===== config.mk =====
export PLATFORM = sky130hd
export DESIGN_NAME = instr_inject_seq
export DESIGN_NICKNAME = d
export VERILOG_FILES = /design/src/rtl/instr_inject_pkg.sv /design/src/rtl/instr_buf.sv /design/src/rtl/instr_inject_seq.sv
export SDC_FILE = /design/constraint.sdc
export NUM_CORES = 1
export LEC_CHECK = 0
export CAP_MARGIN = 40
export CORE_AREA = 2 2 192 194
export CTS_BUF_LIST = sky130_fd_sc_hd__clkbuf_16
export DETAILED_ROUTE_END_ITERATION = 10
export DIE_AREA = 0 0 194 196
export PLACE_DENSITY = 0.62
export SLEW_MARGIN = 20
export SYNTH_ARGS = -nofsm -noshare
export SYNTH_HDL_FRONTEND = slang
export SYNTH_SLANG_ARGS = --single-unit

===== constraint.sdc =====
create_clock -name clk -period 4.3 [get_ports clk]
set_input_delay 1.075 -clock clk [delete_from_list [all_inputs] [get_ports clk]]
set_output_delay 1.075 -clock clk [all_outputs]
set_load 0.05 [all_outputs]

===== src/rtl/instr_inject_pkg.sv =====
// Shared types and constants for the instruction injector.
//   state_e     : controller states (3-bit)
//   NOP_DEFAULT : default filler word (ADD R0,R0,R0)
//   is_busy()   : true while the injector owns the CPU instruction stream
package instr_inject_pkg;

  typedef enum logic [2:0] {
    IDLE    = 3'd0,
    RUN     = 3'd1,
    DRAIN   = 3'd2,
    DONE    = 3'd3,
    TIMEOUT = 3'd4
  } state_e;

  localparam logic [15:0] NOP_DEFAULT = 16'h0000;

  function automatic logic is_busy(input state_e s);
    return (s == RUN) || (s == DRAIN);
  endfunction

endpackage


===== src/rtl/instr_buf.sv =====
// Program buffer: append-only write port, combinational read port, length/full tracking.
//   clk, rst      : clock, async active-high reset (clears length; contents undefined)
//   i_wr_en       : append i_wr_data at entry len (dropped when full)
//   i_wr_data     : program word
//   i_clear       : empty the buffer; wins over i_wr_en
//   i_raddr       : read address
//   o_rdata_c     : combinational read data at i_raddr
//   o_len         : number of valid entries (registered)
//   o_full        : len == DEPTH (registered)
module instr_buf #(
  parameter  int unsigned WIDTH = 16,
  parameter  int unsigned DEPTH = 16,
  localparam int unsigned AW    = $clog2(DEPTH),
  localparam int unsigned LW    = $clog2(DEPTH + 1)
) (
  input  logic             clk,
  input  logic             rst,
  input  logic             i_wr_en,
  input  logic [WIDTH-1:0] i_wr_data,
  input  logic             i_clear,
  input  logic [AW-1:0]    i_raddr,
  output logic [WIDTH-1:0] o_rdata_c,
  output logic [LW-1:0]    o_len,
  output logic             o_full
);

  logic [WIDTH-1:0] r_mem [DEPTH];
  logic [LW-1:0]    r_len;
  logic             r_full;
  logic             w_push;

  assign w_push = i_wr_en && !r_full && !i_clear;

  // Length and full flag; full is precomputed so it is a clean register output.
  always_ff @(posedge clk or posedge rst) begin
    if (rst) begin
      r_len  <= '0;
      r_full <= 1'b0;
    end else if (i_clear) begin
      r_len  <= '0;
      r_full <= 1'b0;
    end else if (w_push) begin
      r_len  <= r_len + LW'(1);
      r_full <= (r_len + LW'(1)) == LW'(DEPTH);
    end
  end

  // Storage has no reset.
  always_ff @(posedge clk) begin
    if (w_push) begin
      r_mem[r_len[AW-1:0]] <= i_wr_data;
    end
  end

  assign o_rdata_c = r_mem[i_raddr];
  assign o_len     = r_len;
  assign o_full    = r_full;

endmodule


===== src/rtl/instr_inject_seq.sv =====
// Instruction injector for CPU bring-up in external-instruction mode.
// Loads a program into a local buffer, then streams it to cpu.instr_in with mode=1,
// honouring stall, optional replay, a NOP drain tail, hlt and a cycle watchdog.
//   clk, rst            : clock, async active-high reset (aborts any run)
//   wr_en, wr_data      : append a program word (only when not busy)
//   clear               : empty the buffer (only when not busy)
//   full                : buffer holds DEPTH words
//   start, loop_en      : begin streaming from entry 0; loop_en latched at start
//   stall, hlt          : CPU hold / CPU halted
//   instr_out           : word to cpu.instr_in
//   instr_valid         : instr_out is a program word
//   mode, busy          : high in RUN/DRAIN
//   done, timeout       : terminal state levels
//   issued, cycles      : per-run accepted words / RUN+DRAIN cycles (saturating)
module instr_inject_seq
  import instr_inject_pkg::*;
#(
  parameter  int unsigned      WIDTH        = 16,
  parameter  int unsigned      DEPTH        = 16,
  parameter  logic [WIDTH-1:0] NOP_INSTR    = WIDTH'(NOP_DEFAULT),
  parameter  int unsigned      DRAIN_CYCLES = 5,
  parameter  int unsigned      MAX_CYCLES   = 100000,
  localparam int unsigned      CW           = $clog2(MAX_CYCLES + 1)
) (
  input  logic             clk,
  input  logic             rst,
  input  logic             wr_en,
  input  logic [WIDTH-1:0] wr_data,
  input  logic             clear,
  output logic             full,
  input  logic             start,
  input  logic             loop_en,
  input  logic             stall,
  input  logic             hlt,
  output logic [WIDTH-1:0] instr_out,
  output logic             instr_valid,
  output logic             mode,
  output logic             busy,
  output logic             done,
  output logic             timeout,
  output logic [CW-1:0]    issued,
  output logic [CW-1:0]    cycles
);

  localparam int unsigned AW = $clog2(DEPTH);
  localparam int unsigned LW = $clog2(DEPTH + 1);
  localparam int unsigned DW = $clog2(DRAIN_CYCLES + 1);

  state_e           r_state, w_state_nxt;
  logic [AW-1:0]    r_rd, w_rd_nxt, w_raddr;
  logic [WIDTH-1:0] r_instr_out, w_out_nxt, w_rdata;
  logic             r_instr_valid, w_valid_nxt;
  logic             r_busy, r_done, r_timeout;
  logic [CW-1:0]    r_issued, w_issued_nxt, r_cycles, w_cycles_nxt;
  logic [CW-1:0]    w_cyc_inc, w_iss_inc;
  logic [DW-1:0]    r_drain_cnt, w_drain_nxt;
  logic             r_loop, w_loop_nxt;
  logic [LW-1:0]    w_len;
  logic             w_last, w_limit, w_idle;

  assign w_idle = !is_busy(r_state);

  instr_buf #(
    .WIDTH (WIDTH),
    .DEPTH (DEPTH)
  ) u_buf (
    .clk       (clk),
    .rst       (rst),
    .i_wr_en   (wr_en && w_idle),
    .i_wr_data (wr_data),
    .i_clear   (clear && w_idle),
    .i_raddr   (w_raddr),
    .o_rdata_c (w_rdata),
    .o_len     (w_len),
    .o_full    (full)
  );

  assign w_last    = (LW'(r_rd) + LW'(1)) == w_len;
  assign w_cyc_inc = (r_cycles == CW'(MAX_CYCLES)) ? r_cycles : r_cycles + CW'(1);
  assign w_iss_inc = (r_issued == CW'(MAX_CYCLES)) ? r_issued : r_issued + CW'(1);
  assign w_limit   = (w_cyc_inc == CW'(MAX_CYCLES));

  // Next word to fetch: entry 0 on a start or a loop wrap, otherwise the successor.
  assign w_raddr = (r_state == RUN && !w_last) ? r_rd + AW'(1) : AW'(0);

  // Next-state and datapath update.
  always_comb begin
    w_state_nxt  = r_state;
    w_rd_nxt     = r_rd;
    w_out_nxt    = r_instr_out;
    w_valid_nxt  = r_instr_valid;
    w_issued_nxt = r_issued;
    w_cycles_nxt = r_cycles;
    w_drain_nxt  = r_drain_cnt;
    w_loop_nxt   = r_loop;
    case (r_state)
      IDLE, DONE, TIMEOUT: begin
        if (start && (w_len != '0)) begin
          w_state_nxt  = RUN;
          w_rd_nxt     = '0;
          w_out_nxt    = w_rdata;
          w_valid_nxt  = 1'b1;
          w_issued_nxt = '0;
          w_cycles_nxt = '0;
          w_loop_nxt   = loop_en;
        end
      end
      RUN: begin
        w_cycles_nxt = w_cyc_inc;
        if (hlt) begin
          w_state_nxt = DONE;
          w_out_nxt   = NOP_INSTR;
          w_valid_nxt = 1'b0;
        end else begin
          if (!stall) w_issued_nxt = w_iss_inc;
          if (w_limit) begin
            w_state_nxt = TIMEOUT;
            w_out_nxt   = NOP_INSTR;
            w_valid_nxt = 1'b0;
          end else if (!stall) begin
            if (w_last && !r_loop) begin
              w_state_nxt = DRAIN;
              w_out_nxt   = NOP_INSTR;
              w_valid_nxt = 1'b0;
              w_drain_nxt = '0;
            end else begin
              w_rd_nxt  = w_raddr;
              w_out_nxt = w_rdata;
            end
          end
        end
      end
      DRAIN: begin
        w_cycles_nxt = w_cyc_inc;
        w_drain_nxt  = r_drain_cnt + DW'(1);
        w_out_nxt    = NOP_INSTR;
        w_valid_nxt  = 1'b0;
        if (hlt) begin
          w_state_nxt = DONE;
        end else if (w_limit) begin
          w_state_nxt = TIMEOUT;
        end else if (r_drain_cnt == DW'(DRAIN_CYCLES - 1)) begin
          w_state_nxt = DONE;
        end
      end
      default: begin
        w_state_nxt = IDLE;
        w_out_nxt   = NOP_INSTR;
        w_valid_nxt = 1'b0;
      end
    endcase
  end

  // State and registered outputs; status flags follow the next state.
  always_ff @(posedge clk or posedge rst) begin
    if (rst) begin
      r_state       <= IDLE;
      r_rd          <= '0;
      r_instr_out   <= NOP_INSTR;
      r_instr_valid <= 1'b0;
      r_busy        <= 1'b0;
      r_done        <= 1'b0;
      r_timeout     <= 1'b0;
      r_issued      <= '0;
      r_cycles      <= '0;
      r_drain_cnt   <= '0;
      r_loop        <= 1'b0;
    end else begin
      r_state       <= w_state_nxt;
      r_rd          <= w_rd_nxt;
      r_instr_out   <= w_out_nxt;
      r_instr_valid <= w_valid_nxt;
      r_busy        <= is_busy(w_state_nxt);
      r_done        <= (w_state_nxt == DONE);
      r_timeout     <= (w_state_nxt == TIMEOUT);
      r_issued      <= w_issued_nxt;
      r_cycles      <= w_cycles_nxt;
      r_drain_cnt   <= w_drain_nxt;
      r_loop        <= w_loop_nxt;
    end
  end

  assign instr_out   = r_instr_out;
  assign instr_valid = r_instr_valid;
  assign mode        = r_busy;
  assign busy        = r_busy;
  assign done        = r_done;
  assign timeout     = r_timeout;
  assign issued      = r_issued;
  assign cycles      = r_cycles;

endmodule

==> Word-level counts from Yosys, hierarchy flattened <==
Memory sizes are Yosys's and may differ from the RTL's.
Index checks and enable logic that the tools add are counted.
{ "totals": {"regBits": 71, "latch_bits": 0, "mem_bits_rw": 256, "mem_bits_ro": 0, "input_bits": 24, "out_inout_bits": 56, "wordCells": 118, "n_memories": 1} }
{ "op_classes": {"add_sub_neg": 6, "mul": 0, "div_mod_pow": 0, "magnitude_cmp": 0, "n_eq_ne": 23, "shift": 0, "muxes": 46, "bitwise_logic": 0, "reduce_logical": 29} }
{ "memory_table": {"columns": ["name", "depth", "word_bits", "read_ports", "rd_ports_with_merged_regs", "write_ports", "line_no", "source"], "rows": [
  ["u_buf.r_mem", 16, 16, 1, 0, 1, "instr_buf.sv:27", "logic [WIDTH-1:0] r_mem [DEPTH];"]
]} }
{ "op_table": {"columns": ["cell", "n"], "rows": [
  ["$mux 17", 5],
  ["$mux 16", 5],
  ["$pmux 17 s2", 2],
  ["$eq 17x17->1 const B", 3],
  ["$mux 3", 12],
  ["$add 17x1->17 const B", 2],
  ["$pmux 16 s2", 1],
  ["$mux 4", 6],
  ["$eq 3x2->1 const B", 4],
  ["$ne 2x2->1 const B", 6],
  ["$mux 5", 2],
  ["$reduce_and 5->1", 2],
  ["$eq 3x3->1 const B", 3],
  ["$mux 1", 9],
  ["$pmux 3 s3", 1],
  ["$pmux 4 s2", 1],
  ["$reduce_bool 2->1", 4],
  ["$logic_and 1x1->1", 7],
  ["$eq 3x1->1 const B", 2],
  ["$pmux 3 s2", 1],
  ["$reduce_and 2->1", 3],
  ["$reduce_and 6->1", 1],
  ["$add 4x1->5 const B", 1],
  ["$add 5x1->5 const B", 1],
  ["15 further kinds", 20]
]} }

==> Longest topological paths before layout <==
An unclocked memory read counts as a cell.
{ "logic_depth": {"ltp_word": 11, "mapped_depth": 11, "depth_no_buf": 9} }

==> Cells and area by module <==
From an unflattened synthesis, not the netlist that was laid out.
{ "hier_totals": {"cells_unflattened": 868, "area_unflattened_um2": 13942.1} }
{ "by_module_without_submodules": {"columns": ["module", "n_inst", "cells_each", "area_per_inst_um2", "seq_area_each_um2"], "rows": [
  ["instr_buf", 1, 461, 10127.2, 7837.5],
  ["instr_inject_seq", 1, 407, 3814.9, 1626.6]
]} }

==> Worst setup path after synthesis <==
OpenSTA, ideal clock, no wires.
{ "synth_path": {"path_type": "input to register", "start": "input port wr_en", "end": "memory u_buf.r_mem[3][0], enable pin", "setup_time_ps": 409, "arrival_time_ps": 2792, "required_time_ps": 3891, "setup_slack_ps": 1099, "path_stages": 4, "n_path_buf": 0, "path_cell_list": "nand2b_1 -> nor3_1 -> nand2_1 -> nor3_1"} }
{ "synth_between": {"elab_chain_cells": 5} }
{ "synth_rtl": {"columns": ["item", "line_no", "source"], "rows": [
  ["start, declared", "instr_inject_seq.sv:27", "input logic wr_en,"],
  ["$logic_and 1x1->1", "instr_inject_seq.sv:69", ".i_wr_en (wr_en && w_idle),"],
  ["$logic_and 1x1->1 (2 in a row)", "instr_buf.sv:32", "assign w_push = i_wr_en && !r_full && !i_clear;"],
  ["$mux 1", "instr_buf.sv:50", "if (w_push) begin"],
  ["$mux 1 (implied by the code)", "instr_buf.sv:51", "r_mem[r_len[AW-1:0]] <= i_wr_data;"],
  ["end, declared", "instr_buf.sv:27", null]
]} }
No other way between the ends.

==> Worst setup path in the final report <==
{ "layout_path": {"start": "register r_rd[0]", "end": "register r_instr_out[10] (netlist: instr_out[10])"} }
{ "layout_between": {"elab_chain_cells": 11, "word_cells_on_any_way": 14, "cone_classes": "2 x add/sub; 1 x eq/ne; 7 x mux; 3 x reduce/logical; 1 x memory"} }
{ "layout_rtl": {"columns": ["item", "line_no", "source"], "rows": [
  ["start, declared", "instr_inject_seq.sv:50", "logic [AW-1:0] r_rd, w_rd_nxt, w_raddr;"],
  ["start signal, assigned", "instr_inject_seq.sv:170", "r_rd <= w_rd_nxt;"],
  ["$add 4x1->5", "instr_inject_seq.sv:78", "assign w_last = (LW'(r_rd) + LW'(1)) == w_len;"],
  ["$eq 5x5->1", "instr_inject_seq.sv:78", null],
  ["$logic_not 1->1", "instr_inject_seq.sv:84", "assign w_raddr = (r_state == RUN && !w_last) ? r_rd + AW'(1) : AW'(0);"],
  ["$logic_and 1x1->1", "instr_inject_seq.sv:84", null],
  ["$mux 4", "instr_inject_seq.sv:84", null],
  ["$mem_v2 16x16", null, null],
  ["$mux 16", "instr_inject_seq.sv:121", "if (w_last && !r_loop) begin"],
  ["$mux 16", "instr_inject_seq.sv:120", "end else if (!stall) begin"],
  ["$mux 16", "instr_inject_seq.sv:116", "if (w_limit) begin"],
  ["$mux 16", "instr_inject_seq.sv:110", "if (hlt) begin"],
  ["$pmux 16 s2 *", "instr_inject_seq.sv:96", "case (r_state)"],
  ["end signal, assigned", "instr_inject_seq.sv:171", "r_instr_out <= w_out_nxt;"],
  ["end, declared", "instr_inject_seq.sv:51", "logic [WIDTH-1:0] r_instr_out, w_out_nxt, w_rdata;"]
]} }
Every way passes the cells marked *; elsewhere a longest branch is shown, timed or not. The select of a mux whose other input is x is not followed.
A chain may end at the register's enable or synchronous reset.

==> impl_metrics.env <==
export IMPL_cts_made_buffers=34
export IMPL_dr_pass1_iters=5
export IMPL_cts_root_buffer="sky130_fd_sc_hd__clkbuf_16"
export IMPL_die_area_um2=38020
export IMPL_worst_ep_required_time_ps=4710
export IMPL_cts_root_to_sink_buffers=3
export IMPL_floorplan_initialDensity=0.3927
export IMPL_post_cts_resized_instances=0
export IMPL_post_layout_min_period_ps=3513
export IMPL_cts_hold_buffers_added=0
export IMPL_p_clk_frac=0.320
export IMPL_post_cts_repair_setup_buffers=0
export IMPL_vias_in_the_first_global_route=9323
export IMPL_layout_drive_gt1_share=0.1271
export IMPL_syn_to_final_growth_pct=19.23
export IMPL_gr_usage_met1=0.2565
export IMPL_globalRouteMet3Util=0.03163
export IMPL_swShare=0.3231
export IMPL_mappedNetlistArea_um2=14170
export IMPL_achievable_frequency_mhz=284.7
export IMPL_comb_power_share=0.269
export IMPL_grt_util_met2=0.3055
export IMPL_min_delay_path_depth=1
export IMPL_core_area_um2=36080
export IMPL_fin_crit_share=0.8169
export IMPL_grt_usage=0.1880
export IMPL_path_class="register to register"
export IMPL_cts_reportedPaths_clkPinSlew_ps=60
export IMPL_synthCells=1038
export IMPL_n_antenna_cell=0
export IMPL_layout_filler_cells=3225
export IMPL_report_final_hold_viol_count=0
export IMPL_cts_sinks=327
export IMPL_hold_path_endpoint="instr_out[1]"
export IMPL_net_switching_power_of_the_design_mw=2.983
export IMPL_grt_busiest_layer="met2"
export IMPL_synth_nets=1074
export IMPL_setup_tns_final_ps=0
export IMPL_synth_ff_type="sky130_fd_sc_hd__edfxtp_1"
export IMPL_overflow=0
export IMPL_ys_warn_count=0
export IMPL_max_vdd_ir_drop_mv=0.3848
export IMPL_grt_first_pass_wirelength_um=55260
export IMPL_antenna_found_initial=0
export IMPL_crit_reg2reg_capture="instr_out[10]"
export IMPL_netlist_cell_type_count=68
export IMPL_r2r_worst_path_cells=9
export IMPL_path_max_fanout=21
export IMPL_critPathCaptureType="register"
export IMPL_avgViaCountPerCell=5.724
export IMPL_routabilityCongestion=0.8258
export IMPL_min_delay_start="instr_out[1]"
export IMPL_r2r_setup_slack_ps=790
export IMPL_hold_path_class="register to register"
export IMPL_nNetsFinal=1167
export IMPL_wire_per_inst_um=22.05
export IMPL_internal_dissipation_mw=6.251
export IMPL_syn_avg_cell_area_um2=13.65
export IMPL_antenna_violating_nets_post_route=0
export IMPL_timing_max_slew_rel_slack=0.4453
export IMPL_synthArstFlopShare=0.2171
export IMPL_final_routed_wirelength_across_all_metal_layers_um=35830
export IMPL_detailedRoute_firstIterationViolations=703
export IMPL_worstMarginPinSlew_ps=830.0
export IMPL_drv_slew=0
export IMPL_setup_viol_count_final=0
export IMPL_remaining_drc_errors=0
export IMPL_seq_area_frac_synth=0.6679
export IMPL_synth_edff_count=256
export IMPL_grt_max_degree=54
export IMPL_rsz0062_at_grt="false"
export IMPL_cellLeakagePower_nw=5.912
export IMPL_postSynthRegisterBits=327
export IMPL_p_seq_frac=0.411
export IMPL_ios=80
export IMPL_hpwlAfterDp_um=22330
export IMPL_die_width_um=194
export IMPL_fp_dieH_um=196
export IMPL_hold_ws_ps=489.3
export IMPL_port_buffers=79
export IMPL_route_vias_total=9302
export IMPL_worst_clock_skew_ps=25.04
export IMPL_cp_start_kind="register"
export IMPL_timing_critical_path_arrival_ps=3920
export IMPL_run_status="finished, final reports clean"
export IMPL_cts_tree="yes"
export IMPL_maxCapViolations=0
export IMPL_rows=70
export IMPL_source_to_sink_clock_delay_at_the_later_pin_of_the_worst_skew_pair_ps=530
export IMPL_clock_tree_htree_level_count=2
export IMPL_r2r_start="r_rd[0]"
export IMPL_p_per_area_nw_per_um2=546.5
==> how the worst max path moves through the flow <==
stage | from | endpoint | slack (ps) | cells after the start
6_report | r_rd[0] | instr_out[10] | 790 | 9
4_1_cts | r_rd[0] | instr_out[10] | 860 | 9
2_1_floorplan | wr_en | u_buf.r_mem[3][0] | 1100 | 4
5_1_grt | r_rd[0] | instr_out[7] | 650 | 9
3_5_place_dp | wr_en | u_buf.r_mem[7][11] | 680 | 6
3_3_place_gp | wr_en | u_buf.r_mem[7][13] | 690 | 6
==> layout by cell type (no fill, tap or decap), types with 10 or more instances in the layout <==
master                            netlist  layout
sky130_fd_sc_hd__inv_1                 21      26
sky130_fd_sc_hd__o32a_1                13      13
sky130_fd_sc_hd__xor2_1                21      21
sky130_fd_sc_hd__o21ai_0               48      48
sky130_fd_sc_hd__edfxtp_1             256     256
sky130_fd_sc_hd__mux2_2                27      27
sky130_fd_sc_hd__dfrtp_1               71      70
sky130_fd_sc_hd__clkbuf_16              0      35
sky130_fd_sc_hd__nor2b_1               13      13
sky130_fd_sc_hd__ha_1                  12      12
sky130_fd_sc_hd__clkdlybuf4s50_1        0      79
sky130_fd_sc_hd__mux2i_1               60      60
sky130_fd_sc_hd__a211oi_1              30      30
sky130_fd_sc_hd__a2111oi_0             10      10
sky130_fd_sc_hd__xnor2_1               11      10
sky130_fd_sc_hd__nand4_1               16      16
sky130_fd_sc_hd__nand2_1               55      55
sky130_fd_sc_hd__nand3_1               18      18
sky130_fd_sc_hd__buf_4                  1      37
sky130_fd_sc_hd__nor2_1                81      76
sky130_fd_sc_hd__a22o_1                14      14
sky130_fd_sc_hd__a21oi_1               29      29
sky130_fd_sc_hd__a221oi_1              25      25
sky130_fd_sc_hd__and3_1                14      14
sky130_fd_sc_hd__o22ai_1               15      15
==> Yosys cell counts, types with 4 or more instances <==
cell type | instances | area share
sky130_fd_sc_hd__a2111oi_0 | 10 | 0.0062
sky130_fd_sc_hd__and2_1 | 9 | 0.0040
sky130_fd_sc_hd__buf_2 | 11 | 0.0039
sky130_fd_sc_hd__or3_1 | 4 | 0.0018
sky130_fd_sc_hd__xnor2_1 | 11 | 0.0068
sky130_fd_sc_hd__o21ai_0 | 48 | 0.017
sky130_fd_sc_hd__nor2b_1 | 13 | 0.0057
sky130_fd_sc_hd__mux2i_1 | 60 | 0.042
sky130_fd_sc_hd__nor3_1 | 13 | 0.0046
sky130_fd_sc_hd__buf_1 | 5 | 0.0013
sky130_fd_sc_hd__nand2_1 | 55 | 0.015
sky130_fd_sc_hd__edfxtp_1 | 256 | 0.54
sky130_fd_sc_hd__a21o_1 | 4 | 0.0021
sky130_fd_sc_hd__inv_1 | 21 | 0.0056
sky130_fd_sc_hd__and3_1 | 14 | 0.0062
sky130_fd_sc_hd__and4_1 | 4 | 0.0025
sky130_fd_sc_hd__nor2_1 | 81 | 0.021
sky130_fd_sc_hd__nand2b_1 | 5 | 0.0022
sky130_fd_sc_hd__a211oi_1 | 30 | 0.016
sky130_fd_sc_hd__o211ai_1 | 4 | 0.0021
sky130_fd_sc_hd__a21oi_1 | 29 | 0.010
sky130_fd_sc_hd__ha_1 | 12 | 0.011
sky130_fd_sc_hd__a22o_1 | 14 | 0.0087
sky130_fd_sc_hd__dfrtp_1 | 71 | 0.13
sky130_fd_sc_hd__clkbuf_1 | 52 | 0.014
sky130_fd_sc_hd__xor2_1 | 21 | 0.013
sky130_fd_sc_hd__o22ai_1 | 15 | 0.0066
sky130_fd_sc_hd__o32a_1 | 13 | 0.0092
sky130_fd_sc_hd__a221oi_1 | 25 | 0.015
sky130_fd_sc_hd__a32o_1 | 5 | 0.0035
sky130_fd_sc_hd__o31ai_1 | 9 | 0.0048
sky130_fd_sc_hd__nand3_1 | 18 | 0.0064
sky130_fd_sc_hd__mux2_2 | 27 | 0.021
sky130_fd_sc_hd__nand4_1 | 16 | 0.0071
==> cell families (layout without fill, tap and decap cells) <==
logic type | Yosys count | count (layout) | share of synthesized area
AOI/OAI and AO/OA | 236 | 236 | 0.1210
buffers and inverters | 90 | 209 | 0.02508
adders and majority gates | 12 | 12 | 0.01060
and+or+nand+nor | 251 | 251 | 0.08856
muxes | 89 | 89 | 0.06543
xor gates and xnor gates | 33 | 33 | 0.02146
DFF | 327 | 327 | 0.6679
==> through the flow <==
| step | instances | worst slack (ps) | cell area (um^2) | utilization | power (mW) |
|---|---|---|---|---|---|
| after floorplan | 1038 | 1099 | 14170 | - | 5.435 |
| after global placement | 1558 | 693.1 | 15720 | 0.4357 | 6.243 |
| after detailed placement | 1562 | 677.0 | 15770 | 0.4369 | 6.321 |
| after CTS | 1624 | 858.5 | 16890 | 0.4680 | 9.291 |
| after global routing | 1625 | 654.8 | 16900 | 0.4682 | 9.653 |
| final | 1625 | 787.2 | 16900 | 0.4682 | 9.234 |
==> registers in the layout (all words and copies together), names as in the netlist, 3 cells and up <==
name / cells
cycles: 17
instr_out: 16
issued: 17
r_rd: 4
u_buf.r_mem: 256
u_buf.o_len: 5
r_drain_cnt: 3
r_state: 3
==> per-layer routing <==
layer / routed length [um] / vias to the layer above
met1: 15920 / 4685
li1: - / 4207
met3: 2252 / 68
met5: 0 / -
met4: 1036 / 0
met2: 16620 / 342
==> final cells by class <==
cell class	instances	area, um^2	area share
multi-input cells	621	4422	0.2617
clock inverters	27	246.5	0.01459
flip-flops and latches	327	9468	0.5604
clock buffers	35	875.8	0.05184
inverters	21	80.08	0.004740
well taps	468	585.6	0.03466
repair buffers	126	1217	0.07206
==> power groups by stage <==
stage	sequential (mW)	combinational [mW]	clock [mW]
after global routing	3.82	2.69	3.15
after global placement	3.85	2.39	0
after CTS	3.79	2.47	3.03
after detailed placement	3.85	2.47	0
after floorplan	4.04	1.40	0
final	3.79	2.48	2.96
==> critical path, stage by stage, from the launching register on <==
cell                       delay (ps)
sky130_fd_sc_hd__dfrtp_4          610
sky130_fd_sc_hd__ha_1             340
sky130_fd_sc_hd__xnor2_2          170
sky130_fd_sc_hd__buf_4            260
sky130_fd_sc_hd__nor2_1           460
sky130_fd_sc_hd__and2_1           630
sky130_fd_sc_hd__buf_12           250
sky130_fd_sc_hd__a221oi_1         120
sky130_fd_sc_hd__o32a_1           360
sky130_fd_sc_hd__a22o_1           180
(Power assumes the default switching activity.)
